<file path="config.mk">
export PLATFORM = sky130hd
export DESIGN_NAME = rbm_stream_engine
export DESIGN_NICKNAME = d
export VERILOG_FILES = /design/src/rtl/rbm_stream_pkg.sv /design/src/rtl/rbm_result_fifo.sv /design/src/rtl/rbm_stream_engine.sv
export SDC_FILE = /design/constraint.sdc
export NUM_CORES = 1
export LEC_CHECK = 0
export CORE_MARGIN = 3
export CORE_UTILIZATION = 40
export DETAILED_ROUTE_END_ITERATION = 10
export DONT_BUFFER_PORTS = 1
export PLACE_DENSITY = 0.57
export SKIP_LAST_GASP = 1
export SLEW_MARGIN = 20
export SYNTH_ARGS = -nofsm -noshare
export SYNTH_HDL_FRONTEND = slang
export SYNTH_SLANG_ARGS = --single-unit
</file>
<file path="constraint.sdc">
create_clock -name clk -period 23.3 [get_ports clk]
set_input_delay 6.99 -clock clk [delete_from_list [all_inputs] [get_ports clk]]
set_output_delay 6.99 -clock clk [all_outputs]
set_load 0.02 [all_outputs]
</file>
<file path="src/rtl/rbm_stream_pkg.sv">
// Shared constants for the RBM stream engine: CSR map, compute modes,
// controller states and STATUS register layout.
package rbm_stream_pkg;

   localparam logic [2:0] CSR_CONTROL   = 3'd0;
   localparam logic [2:0] CSR_BASE      = 3'd1;
   localparam logic [2:0] CSR_LENGTH    = 3'd2;
   localparam logic [2:0] CSR_STATUS    = 3'd3;
   localparam logic [2:0] CSR_RESULT    = 3'd4;
   localparam logic [2:0] CSR_ACCUM     = 3'd5;
   localparam logic [2:0] CSR_WORDCOUNT = 3'd6;

   typedef enum logic [1:0] {
      MODE_PASS   = 2'd0,
      MODE_DOUBLE = 2'd1,
      MODE_ACCUM  = 2'd2,
      MODE_PASS3  = 2'd3
   } mode_e;

   typedef logic [2:0] state_t;
   localparam state_t ST_IDLE   = 3'd0;
   localparam state_t ST_LAUNCH = 3'd1;
   localparam state_t ST_RUN    = 3'd2;
   localparam state_t ST_DRAIN  = 3'd3;
   localparam state_t ST_DONE   = 3'd4;

   localparam int STAT_BUSY      = 0;
   localparam int STAT_DONE      = 1;
   localparam int STAT_EMPTY     = 2;
   localparam int STAT_UNDERFLOW = 3;
   localparam int STAT_FILL_LSB  = 8;

endpackage

</file>
<file path="src/rtl/rbm_result_fifo.sv">
// Synchronous result FIFO; pops on empty are ignored, pushes are never
// issued when full because the producer reserves space up front.
module rbm_result_fifo #(
   parameter int WIDTH = 32,
   parameter int DEPTH = 16
) (
   input  logic                   clk,
   input  logic                   reset,
   input  logic                   clr,
   input  logic                   push,
   input  logic                   pop,
   input  logic [WIDTH-1:0]       push_data,
   output logic [WIDTH-1:0]       pop_data,
   output logic                   empty,
   output logic [$clog2(DEPTH):0] count
);
   localparam int AW = $clog2(DEPTH);

   logic [WIDTH-1:0] mem_q [DEPTH];
   logic [AW-1:0]    wr_ptr_q, wr_ptr_d, rd_ptr_q, rd_ptr_d;
   logic [AW:0]      count_q, count_d;
   logic             do_pop;

   assign empty    = (count_q == '0);
   assign do_pop   = pop && !empty;
   assign pop_data = mem_q[rd_ptr_q];
   assign count    = count_q;

   always_comb begin
      wr_ptr_d = wr_ptr_q + AW'(push);
      rd_ptr_d = rd_ptr_q + AW'(do_pop);
      count_d  = count_q + (AW+1)'(push) - (AW+1)'(do_pop);
      if (clr) begin
         wr_ptr_d = '0;
         rd_ptr_d = '0;
         count_d  = '0;
      end
   end

   always_ff @(posedge clk or posedge reset) begin
      if (reset) begin
         wr_ptr_q <= '0;
         rd_ptr_q <= '0;
         count_q  <= '0;
      end else begin
         wr_ptr_q <= wr_ptr_d;
         rd_ptr_q <= rd_ptr_d;
         count_q  <= count_d;
      end
   end

   always_ff @(posedge clk) begin
      if (push) mem_q[wr_ptr_q] <= push_data;
   end

endmodule

</file>
<file path="src/rtl/rbm_stream_engine.sv">
// Avalon-MM control/compute engine: programs the memory reader, streams its
// FIFO through a 2-stage compute pipe and buffers results for CSR readout.
module rbm_stream_engine
   import rbm_stream_pkg::*;
#(
   parameter int DATAWIDTH     = 32,
   parameter int ADDRESS_WIDTH = 32,
   parameter int RESULT_DEPTH  = 16
) (
   input  logic                     clk,
   input  logic                     reset,
   input  logic [2:0]               avs_s0_address,
   input  logic                     avs_s0_read,
   input  logic                     avs_s0_write,
   input  logic [ADDRESS_WIDTH-1:0] avs_s0_writedata,
   output logic [ADDRESS_WIDTH-1:0] avs_s0_readdata,
   output logic                     avs_s0_readdatavalid,
   output logic                     coe_control_fixed_location,
   output logic [ADDRESS_WIDTH-1:0] coe_control_read_base,
   output logic [ADDRESS_WIDTH-1:0] coe_control_read_length,
   output logic                     coe_control_go,
   input  logic                     coe_control_done,
   input  logic                     coe_control_early_done,
   input  logic [DATAWIDTH-1:0]     coe_user_buffer_data,
   input  logic                     coe_user_data_available,
   output logic                     coe_user_read_buffer
);
   localparam int CW = $clog2(RESULT_DEPTH) + 1;

   state_t                 state_q, state_d;
   mode_e                  mode_q, mode_d;
   logic [ADDRESS_WIDTH-1:0] base_q, base_d, length_q, length_d, wcount_q, wcount_d;
   logic [ADDRESS_WIDTH-1:0] rdata_q, rdata_d;
   logic [DATAWIDTH-1:0]   accum_q, accum_d, s1_data_q, s1_data_d, s2_data_q, s2_data_d;
   logic                   done_q, done_d, underflow_q, underflow_d, rvalid_q, rvalid_d;
   logic                   s1_vld_q, s1_vld_d, s2_vld_q, s2_vld_d;

   logic                   busy, ctrl_wr, start_wr, result_rd, streaming, fifo_push, fifo_empty;
   logic [CW-1:0]          fifo_count;
   logic [CW:0]            occupancy;
   logic [DATAWIDTH-1:0]   s2_result, fifo_head;
   logic [15:0]            status;
   logic                   unused_ok;

   assign unused_ok = coe_control_early_done;

   assign busy      = (state_q != ST_IDLE);
   assign ctrl_wr   = avs_s0_write && (avs_s0_address == CSR_CONTROL) && !busy;
   assign start_wr  = ctrl_wr && avs_s0_writedata[0];
   assign result_rd = avs_s0_read && (avs_s0_address == CSR_RESULT);
   assign streaming = (state_q == ST_RUN) || (state_q == ST_DRAIN);

   // Space is reserved for every word already in the pipe, so pushes never overflow.
   assign occupancy = {1'b0, fifo_count} + (CW+1)'(s1_vld_q) + (CW+1)'(s2_vld_q);
   assign coe_user_read_buffer = coe_user_data_available && streaming &&
                                 (occupancy <= (CW+1)'(RESULT_DEPTH - 1));

   assign s2_result = (mode_q == MODE_DOUBLE) ? (s2_data_q << 1) : s2_data_q;
   assign fifo_push = s2_vld_q && (mode_q != MODE_ACCUM);

   assign coe_control_fixed_location = 1'b0;
   assign coe_control_read_base      = base_q;
   assign coe_control_read_length    = length_q;
   assign coe_control_go             = (state_q == ST_LAUNCH);
   assign avs_s0_readdata            = rdata_q;
   assign avs_s0_readdatavalid       = rvalid_q;

   rbm_result_fifo #(
      .WIDTH (DATAWIDTH),
      .DEPTH (RESULT_DEPTH)
   ) u_fifo (
      .clk       (clk),
      .reset     (reset),
      .clr       (start_wr),
      .push      (fifo_push),
      .pop       (result_rd),
      .push_data (s2_result),
      .pop_data  (fifo_head),
      .empty     (fifo_empty),
      .count     (fifo_count)
   );

   always_comb begin
      state_d     = state_q;
      mode_d      = mode_q;
      base_d      = base_q;
      length_d    = length_q;
      done_d      = done_q;
      underflow_d = underflow_q;
      accum_d     = accum_q;
      wcount_d    = wcount_q;
      s1_vld_d    = coe_user_read_buffer;
      s1_data_d   = coe_user_read_buffer ? coe_user_buffer_data : s1_data_q;
      s2_vld_d    = s1_vld_q;
      s2_data_d   = s1_data_q;

      case (state_q)
         ST_IDLE:   if (start_wr) state_d = (length_q == '0) ? ST_DONE : ST_LAUNCH;
         ST_LAUNCH: state_d = ST_RUN;
         ST_RUN:    if (coe_control_done) state_d = ST_DRAIN;
         ST_DRAIN:  if (!coe_user_data_available && !s1_vld_q && !s2_vld_q) state_d = ST_DONE;
         ST_DONE: begin
            state_d = ST_IDLE;
            done_d  = 1'b1;
         end
         default:   state_d = ST_IDLE;
      endcase

      if (ctrl_wr) mode_d = mode_e'(avs_s0_writedata[2:1]);
      if (avs_s0_write && !busy && avs_s0_address == CSR_BASE)   base_d   = avs_s0_writedata;
      if (avs_s0_write && !busy && avs_s0_address == CSR_LENGTH) length_d = avs_s0_writedata;

      if (s2_vld_q) begin
         accum_d  = accum_q + s2_data_q;
         wcount_d = wcount_q + ADDRESS_WIDTH'(1);
      end
      if (result_rd && fifo_empty) underflow_d = 1'b1;

      if (start_wr) begin
         done_d      = 1'b0;
         underflow_d = 1'b0;
         accum_d     = '0;
         wcount_d    = '0;
      end
   end

   always_comb begin
      status                   = '0;
      status[STAT_BUSY]        = busy;
      status[STAT_DONE]        = done_q;
      status[STAT_EMPTY]       = fifo_empty;
      status[STAT_UNDERFLOW]   = underflow_q;
      status[STAT_FILL_LSB +: 8] = 8'(fifo_count);

      rdata_d  = '0;
      rvalid_d = avs_s0_read;
      if (avs_s0_read) begin
         case (avs_s0_address)
            CSR_CONTROL:   rdata_d = ADDRESS_WIDTH'(mode_q);
            CSR_BASE:      rdata_d = base_q;
            CSR_LENGTH:    rdata_d = length_q;
            CSR_STATUS:    rdata_d = ADDRESS_WIDTH'(status);
            CSR_RESULT:    rdata_d = fifo_empty ? '0 : ADDRESS_WIDTH'(fifo_head);
            CSR_ACCUM:     rdata_d = ADDRESS_WIDTH'(accum_q);
            CSR_WORDCOUNT: rdata_d = wcount_q;
            default:       rdata_d = '0;
         endcase
      end
   end

   always_ff @(posedge clk or posedge reset) begin
      if (reset) begin
         state_q     <= ST_IDLE;
         mode_q      <= MODE_PASS;
         base_q      <= '0;
         length_q    <= '0;
         wcount_q    <= '0;
         accum_q     <= '0;
         done_q      <= 1'b0;
         underflow_q <= 1'b0;
         s1_vld_q    <= 1'b0;
         s2_vld_q    <= 1'b0;
         s1_data_q   <= '0;
         s2_data_q   <= '0;
         rdata_q     <= '0;
         rvalid_q    <= 1'b0;
      end else begin
         state_q     <= state_d;
         mode_q      <= mode_d;
         base_q      <= base_d;
         length_q    <= length_d;
         wcount_q    <= wcount_d;
         accum_q     <= accum_d;
         done_q      <= done_d;
         underflow_q <= underflow_d;
         s1_vld_q    <= s1_vld_d;
         s2_vld_q    <= s2_vld_d;
         s1_data_q   <= s1_data_d;
         s2_data_q   <= s2_data_d;
         rdata_q     <= rdata_d;
         rvalid_q    <= rvalid_d;
      end
   end

endmodule

</file>
==> results of run 1 <==
==> placed cells by master, fill, tap and decap left out, types with 5 or more instances in the layout <==
cell type,instances
nor2_1,79
mux2_2,134
dfrtp_1,243
o21ai_0,28
a21o_1,18
a21oi_2,5
clkinv_1,12
a21oi_1,55
nand3_1,13
clkinv_2,9
edfxtp_1,512
nor2b_1,10
nor2_4,13
xnor2_1,25
a22o_1,5
nand2_1,77
nand4_1,15
mux4_2,160
clkbuf_16,82
mux2i_1,26
and2_1,9
a222oi_1,5
nor3_1,5
a22oi_1,48
nor3_2,7
or3_1,9
clkbuf_1,24
nor4_1,7
nand2b_1,8
xor2_1,32
inv_1,17
a31oi_1,26
ha_1,46
and3_1,9
buf_4,36
==> power by group <==
part | internal (µW) | switching, µW
combinational | 706 | 892
sequential | 1910 | 390
clock | 692 | 513
total | 3310 | 1790
==> final timing paths <==
check                                              from  cells past startpoint                   endpoint  slack, ns
worst min-delay path                      s1_data_q[26]                      0              s2_data_q[26]       0.37
worst min register to register            s1_data_q[26]                      0              s2_data_q[26]       0.37
min in group asynchronous                         reset                      1  coe_control_read_base[20]       6.41
worst max register to register                 s2_vld_q                      6        u_fifo.mem_q[0][15]      19.64
max in group asynchronous                         reset                      2         u_fifo.rd_ptr_q[0]      15.45
worst max-delay path            coe_user_data_available                      2       coe_user_read_buffer       8.81
==> per-layer routing <==
| metal | global-route usage [%] | vias to the layer above | part of all wire (%) |
|---|---|---|---|
| met2 | 32.4 | 556 | 50 |
| met5 | 0 | - | 0 |
| met1 | 25.3 | 8918 | 42 |
| li1 | - | 7197 | - |
| met4 | 5.16 | 0 | 2.1 |
| met3 | 3.12 | 111 | 5.9 |
==> cell usage after synthesis, types with 3 or more instances <==
library cell  instances  area, µm²
nand2b_1              8       50.1
mux4_2              160       3600
a222oi_1              5       50.1
mux2_2              134       1510
buf_1                15       56.3
nand3_1              15       75.1
nand3b_1              4       30.0
nor3_2                3       30.0
a22oi_1              48        360
mux2i_1              26        260
o21ai_0              28        140
nor2b_1              12       75.1
and3_1                9       56.3
a21oi_2               5       43.8
nor4b_1               3       26.3
nor3_1                9       45.0
nor2_1               93        349
a221oi_1              3       26.3
xor2_1               32        280
ha_1                 46        576
a31oi_1              26        163
a21oi_1              55        275
nand4_1              15       93.8
a22o_1                5       43.8
nor3b_1               4       30.0
nor4_1                7       43.8
a211oi_2              3       37.5
inv_1                18       67.6
and2_1               10       62.6
xnor2_1              25        219
or3_1                 9       56.3
clkbuf_1             51        191
nand2_1              77        289
buf_2                26        130
fa_1                  3       60.1
a21o_1               18        135
edfxtp_1            512      15400
dfrtp_1             247       6180
o21ai_1               4       20.0
a211oi_1              5       37.5
==> per-stage QoR <==
step	hold WS [ns]	utilization, %
floorplan	0.350	-
global placement	0.356	42.3
detailed placement	0.359	42.3
CTS	0.368	45.4
global route	0.387	45.4
finish	0.370	45.4
==> cell families (layout without fill, tap and decap cells) <==
family                   Yosys count  count (layout)  synth area share, %
AO/OA/AOI/OAI                    229             229                 4.98
XOR/XNOR                          57              57                 1.58
adder cells (fa/ha/maj)           49              49                 2.01
buffers and inverters            115             195                 1.54
flip-flops                       759             759                 68.3
multiplexers                     320             320                 17.0
other                              1               1               0.0119
AND/OR/NAND/NOR                  289             289                 4.54
==> area by class of cell <==
| type | count | area (µm²) | area share, % |
|---|---|---|---|
| clock inverter | 31 | 289 | 0.817 |
| multi-input combinational | 945 | 9670 | 27.3 |
| inverter | 18 | 75.1 | 0.212 |
| sequential | 759 | 21600 | 61.0 |
| tap | 1040 | 1300 | 3.68 |
| timing repair buffer | 37 | 290 | 0.821 |
| clock buffer | 109 | 2180 | 6.17 |
==> sequential cells by signal (all words and copies together), names as in the netlist, 3 cells and up <==
register and cells:
u_fifo.mem_q 512, accum_q 32, avs_s0_readdata 32, coe_control_read_base 32, coe_control_read_length 32, s1_data_q 32
s2_data_q 32, wcount_q 32, u_fifo.count 5, u_fifo.rd_ptr_q 4, u_fifo.wr_ptr_q 4, state_q 3
==> impl_metrics.csv, run 1 <==
group,metric,value,unit
place,port_buffers,0,
cts,cts_tree,"done",
cts,clk_latency,0.63,ns
grt,track_usage,19.0,%
grt,grt_overflow,0,
route,drc,0,
cts,cts.sinks,759,
cts,hold_buffers,0,
floorplanning,num_rows,102,
power,p_total,5100,µW
critical_path,critical_path.top_delay_family,"compound AO/OA/AOI/OAI gates",
synthesis,synth_cells,1819,
synthesis,syn-num-nets,1942,
critical_path,arrival,7.50,ns
timing,worst_slew_pin_slew,1.11,ns
route,totalWireLength,78.5,mm
critical_path,slowest_stage,"a211oi_4",
timing,fmax,69.0,MHz
power,power_density,144,nW/µm²
cts,clockBufferDepth,3,
critical_path,critPathBufInv,0,
synthesis,synth-edff-count,512,
timing,finalSetupViolCount,0,
run,max-cap-violations,0,
synthesis,synth_seq_cells,759,
finish,instances_no_fill,2939,
route,dr.first_iter.drc_count,1254,
floorplanning,die_y,287,µm
critical_path,crit_required,16.31,ns
route,wl_per_cell,26.7,µm
synthesis,synthArstFlopShare,32.5,%
route,postRouteAntennaNets,0,
timing,setup_tns,0,ns
timing,finClkSkew,0.0204,ns
grt,grt_start_max_net_pins,126,
floorplanning,coreArea,77800,µm²
synthesis,yosysWarnings,0,
place,dpl.hpwl,47.3,mm
power,vdd_drop_max,0.000101,V
timing,min_period,14.49,ns
finish,final_layout_size_suffix_gt1_share,25.9,%
timing,rsz0062_at_grt,"no",
finish,finish.net_count,1962,
run_status,status,"finished, final reports clean",
cts,cts_root_buf,"clkbuf_16",
place,dpl_cell_area,32900,µm²
place,gp_congestion,0.888,
timing,slew_violations,0,
floorplanning,dieArea,82300,µm²
cts,cts_buffers,78,
synthesis,synth_cell_types,76,
hold_path,min_path_type,"flop to flop",
synthesis,seq_area_frac_synth,68.3,%
route,vias,16782,
critical_path,cp_max_fo,3,
critical_path,worst_path_largest_cell_delay,0.41,ns
critical_path,cp_cell_sequence,"nand3b_1 -> a211oi_4",
finish,fillers,6667,
timing,post-route-period-util,62.2,%
timing,slew_headroom,26.0,%
synthesis,ys.flop_type,"edfxtp_1",
cts,htreeDepth,3,
route,vias_per_cell,5.71,
finish,n_antenna_cell,0,
critical_path,cp-end-kind,"primary output",
place,place_inst,2799,
finish,stdcell_area,35400,µm²
critical_path,path_class,"primary input to primary output",
route,drt_pre_antenna_iters,5,
floorplanning,io_pins,174,
grt,antenna_found_initial,0,
grt,grt_pass1_vias,17266,
timing,hold_viol_final,0,
critical_path,start_kind,"primary input",
finish,area_growth,12.1,%
cts,clk_pin_slew,0.06,ns
power,leakage,0.0123,µW
place,pre_cts_slack,8.81,ns
floorplanning,die_x,287,µm
floorplanning,start_util,40.5,%
cts,cts_resized,0,
synthesis,netlist_area,31600,µm²
grt,grt_pass1_wl,116,mm
timing,layout_setup_ws,8.81,ns
synthesis,synth_area_per_cell,17.3,µm²
cts,post-cts-setup-buffers,0,
No activity file was read; power rests on OpenSTA's default activity.
==> run 2: changes to the inputs <==
--- a/config.mk
+++ b/config.mk
@@ -9,7 +9,7 @@
 export CORE_UTILIZATION = 40
 export DETAILED_ROUTE_END_ITERATION = 10
 export DONT_BUFFER_PORTS = 1
-export PLACE_DENSITY = 0.57
+export PLACE_DENSITY = 0.59
 export SKIP_LAST_GASP = 1
 export SLEW_MARGIN = 20
 export SYNTH_ARGS = -nofsm -noshare
==> constraint.sdc (replaced) <==
create_clock -name clk -period 13.2 [get_ports clk]
set_input_delay 3.96 -clock clk [delete_from_list [all_inputs] [get_ports clk]]
set_output_delay 3.96 -clock clk [all_outputs]
set_load 0.02 [all_outputs]
==> run 2 against run 1 <==
Compared with the run above:
- die area is the same
- register-to-register slack worse by 10 ns
- sequential share of layout area rose by 0.066 points
- count of clock-buffer cells in the layout decreased by 15
- non-clock buffer count is 2 higher
- sequential cell count unchanged
- total power grew 75%
- clock skew down 0.0027 ns
- core utilization fell by 0.055 points
- clock power is 75% higher
- hold slack worse by 0.0017 ns
- first-iteration DRC count up 17%
- critical endpoint unchanged
==> impl_metrics.csv, run 2 (synthesized netlist as in run 1, its figures left out) <==
group,metric,value,unit
run_status,status,"finished, final reports clean",
finish,area_growth,12.0,%
route,postRouteAntennaNets,0,
route,wl_per_cell,26.6,µm
cts,cts.sinks,759,
cts,cts_tree,"done",
floorplanning,start_util,40.5,%
power,vdd_drop_max,0.000104,V
timing,fmax,119,MHz
cts,clk_latency,0.61,ns
power,power_frac_comb,31.9,%
grt,grt_pass1_wl,115,mm
finish,n_antenna_cell,0,
finish,finish.net_count,1961,
place,port_buffers,0,
power,switchingPower,3120,µW
critical_path,path_class,"primary input to primary output",
critical_path,start_kind,"primary input",
route,vias_per_cell,5.73,
power,internal_power,5830,µW
floorplanning,die_y,287,µm
critical_path,cp-end-kind,"primary output",
power,leakage,0.0123,µW
floorplanning,dieArea,82300,µm²
floorplanning,io_pins,174,
route,drc,0,
critical_path,crit_required,9.24,ns
cts,clockBufferDepth,3,
route,vias,16845,
floorplanning,coreArea,77800,µm²
floorplanning,num_rows,102,
run,max-cap-violations,0,
timing,finClkSkew,0.0178,ns
cts,post-cts-setup-buffers,0,
power,seqPwrFrac,44.7,%
power,switching_share,34.8,%
grt,grt_overflow,0,
cts,clk_pin_slew,0.06,ns
grt,grt_start_max_net_pins,158,
critical_path,slowest_stage,"a211oi_4",
timing,finalSetupViolCount,0,
cts,cts_root_buf,"clkbuf_16",
critical_path,r2r_end,"avs_s0_readdata[16]",
cts,htreeDepth,3,
critical_path,cp_cell_sequence,"nand3b_1 -> a211oi_4",
finish,regArea,21600,µm²
timing,setup_tns,0,ns
grt,antenna_found_initial,1,
timing,rsz0062_at_grt,"no",
timing,layout_setup_ws,4.78,ns
critical_path,cp-endpoint,"coe_user_read_buffer",
critical_path,worst_path_largest_cell_delay,0.39,ns
timing,slew_headroom,25.3,%
power,p_clk_share,23.4,%
critical_path,r2r_setup_slack,9.40,ns
place,gp_congestion,0.822,
grt,grt_pass1_vias,17400,
critical_path,arrival,4.46,ns
critical_path,critPathLaunch,"coe_user_data_available",
power,power_density,253,nW/µm²
timing,worst_slew_pin_slew,1.12,ns
critical_path,r2r_cells,6,
route,drt_pre_antenna_iters,7,
finish,multi_input_area,9670,µm²
floorplanning,die_x,287,µm
finish,top_register,"u_fifo.mem_q",
route,dr.first_iter.drc_count,1463,
finish,largest_reg_flops,512,
critical_path,critPathBufInv,0,
finish,final_common_cell,"edfxtp_1",
hold_path,min_path_type,"flop to flop",
cts,cts_buffers,75,
critical_path,cp.depth,2,
timing,slew_violations,0,
finish,final_cell_mix,"512 x edfxtp_1, 243 x dfrtp_1, 160 x mux4_2",
finish,fillers,6635,
place,pre_cts_slack,4.76,ns
finish,final_layout_size_suffix_gt1_share,26.4,%
critical_path,critical_path.top_delay_family,"compound AO/OA/AOI/OAI gates",
critical_path,worstReg2RegStart,"u_fifo.rd_ptr_q[0]",
cts,cts_resized,0,
timing,post-route-period-util,63.8,%
critical_path,cp_max_fo,3,
route,totalWireLength,78.3,mm
grt,track_usage,19.0,%
place,dpl.hpwl,47.8,mm
timing,min_period,8.42,ns
cts,hold_buffers,0,
timing,hold_viol_final,0,
run 2: area by class of cell:
type | instances | share of cell area [%]
Clock inverter | 43 | 1.06
Clock buffer | 94 | 5.78
Sequential cell | 759 | 61.0
Timing Repair Buffer | 39 | 0.864
Inverter | 18 | 0.212
Tap cell | 1040 | 3.68
Multi-Input combinational cell | 945 | 27.4
run 2: how the worst min path moves through the flow:
stage | from | to | slack, ns | depth (start not counted)
floorplan | s1_data_q[0] | s2_data_q[0] | 0.35 | 0
global placement | s1_data_q[5] | s2_data_q[5] | 0.36 | 0
detailed placement | s1_data_q[5] | s2_data_q[5] | 0.36 | 0
CTS | s1_data_q[30] | s2_data_q[30] | 0.37 | 0
global route | s1_data_q[15] | s2_data_q[15] | 0.38 | 0
finish | s1_data_q[30] | s2_data_q[30] | 0.37 | 0
run 2: layer usage:
metal / routed length [µm] / vias up / global-route usage, %
met5: 13 / - / 0
met1: 31600 / 8961 / 24.7
met3: 4510 / 127 / 2.92
li1: - / 7192 / -
met4: 2170 / 2 / 6.62
met2: 39900 / 563 / 32.6
run 2: stage by stage:
stage          instance area (µm²)  cells  total power [µW]  utilization (%)  hold slack (ns)
6_report                     35300   2938              8950             45.4            0.368
3_3_place_gp                 32900   2801              6810             42.3            0.356
3_5_place_dp                 32900   2801              6910             42.3            0.357
4_1_cts                      35300   2938              9020             45.4            0.371
2_1_floorplan                31600   1819              5980                -            0.350
5_1_grt                      35300   2938              9410             45.4            0.380
run 2: power by group through the flow:
stage	Combinational, µW	Clock (µW)	Sequential (µW)
CTS	2870	2150	4000
detailed placement	2870	0	4050
finish	2850	2100	4000
global placement	2770	0	4030
global route	3120	2240	4050
floorplan	2210	0	3770
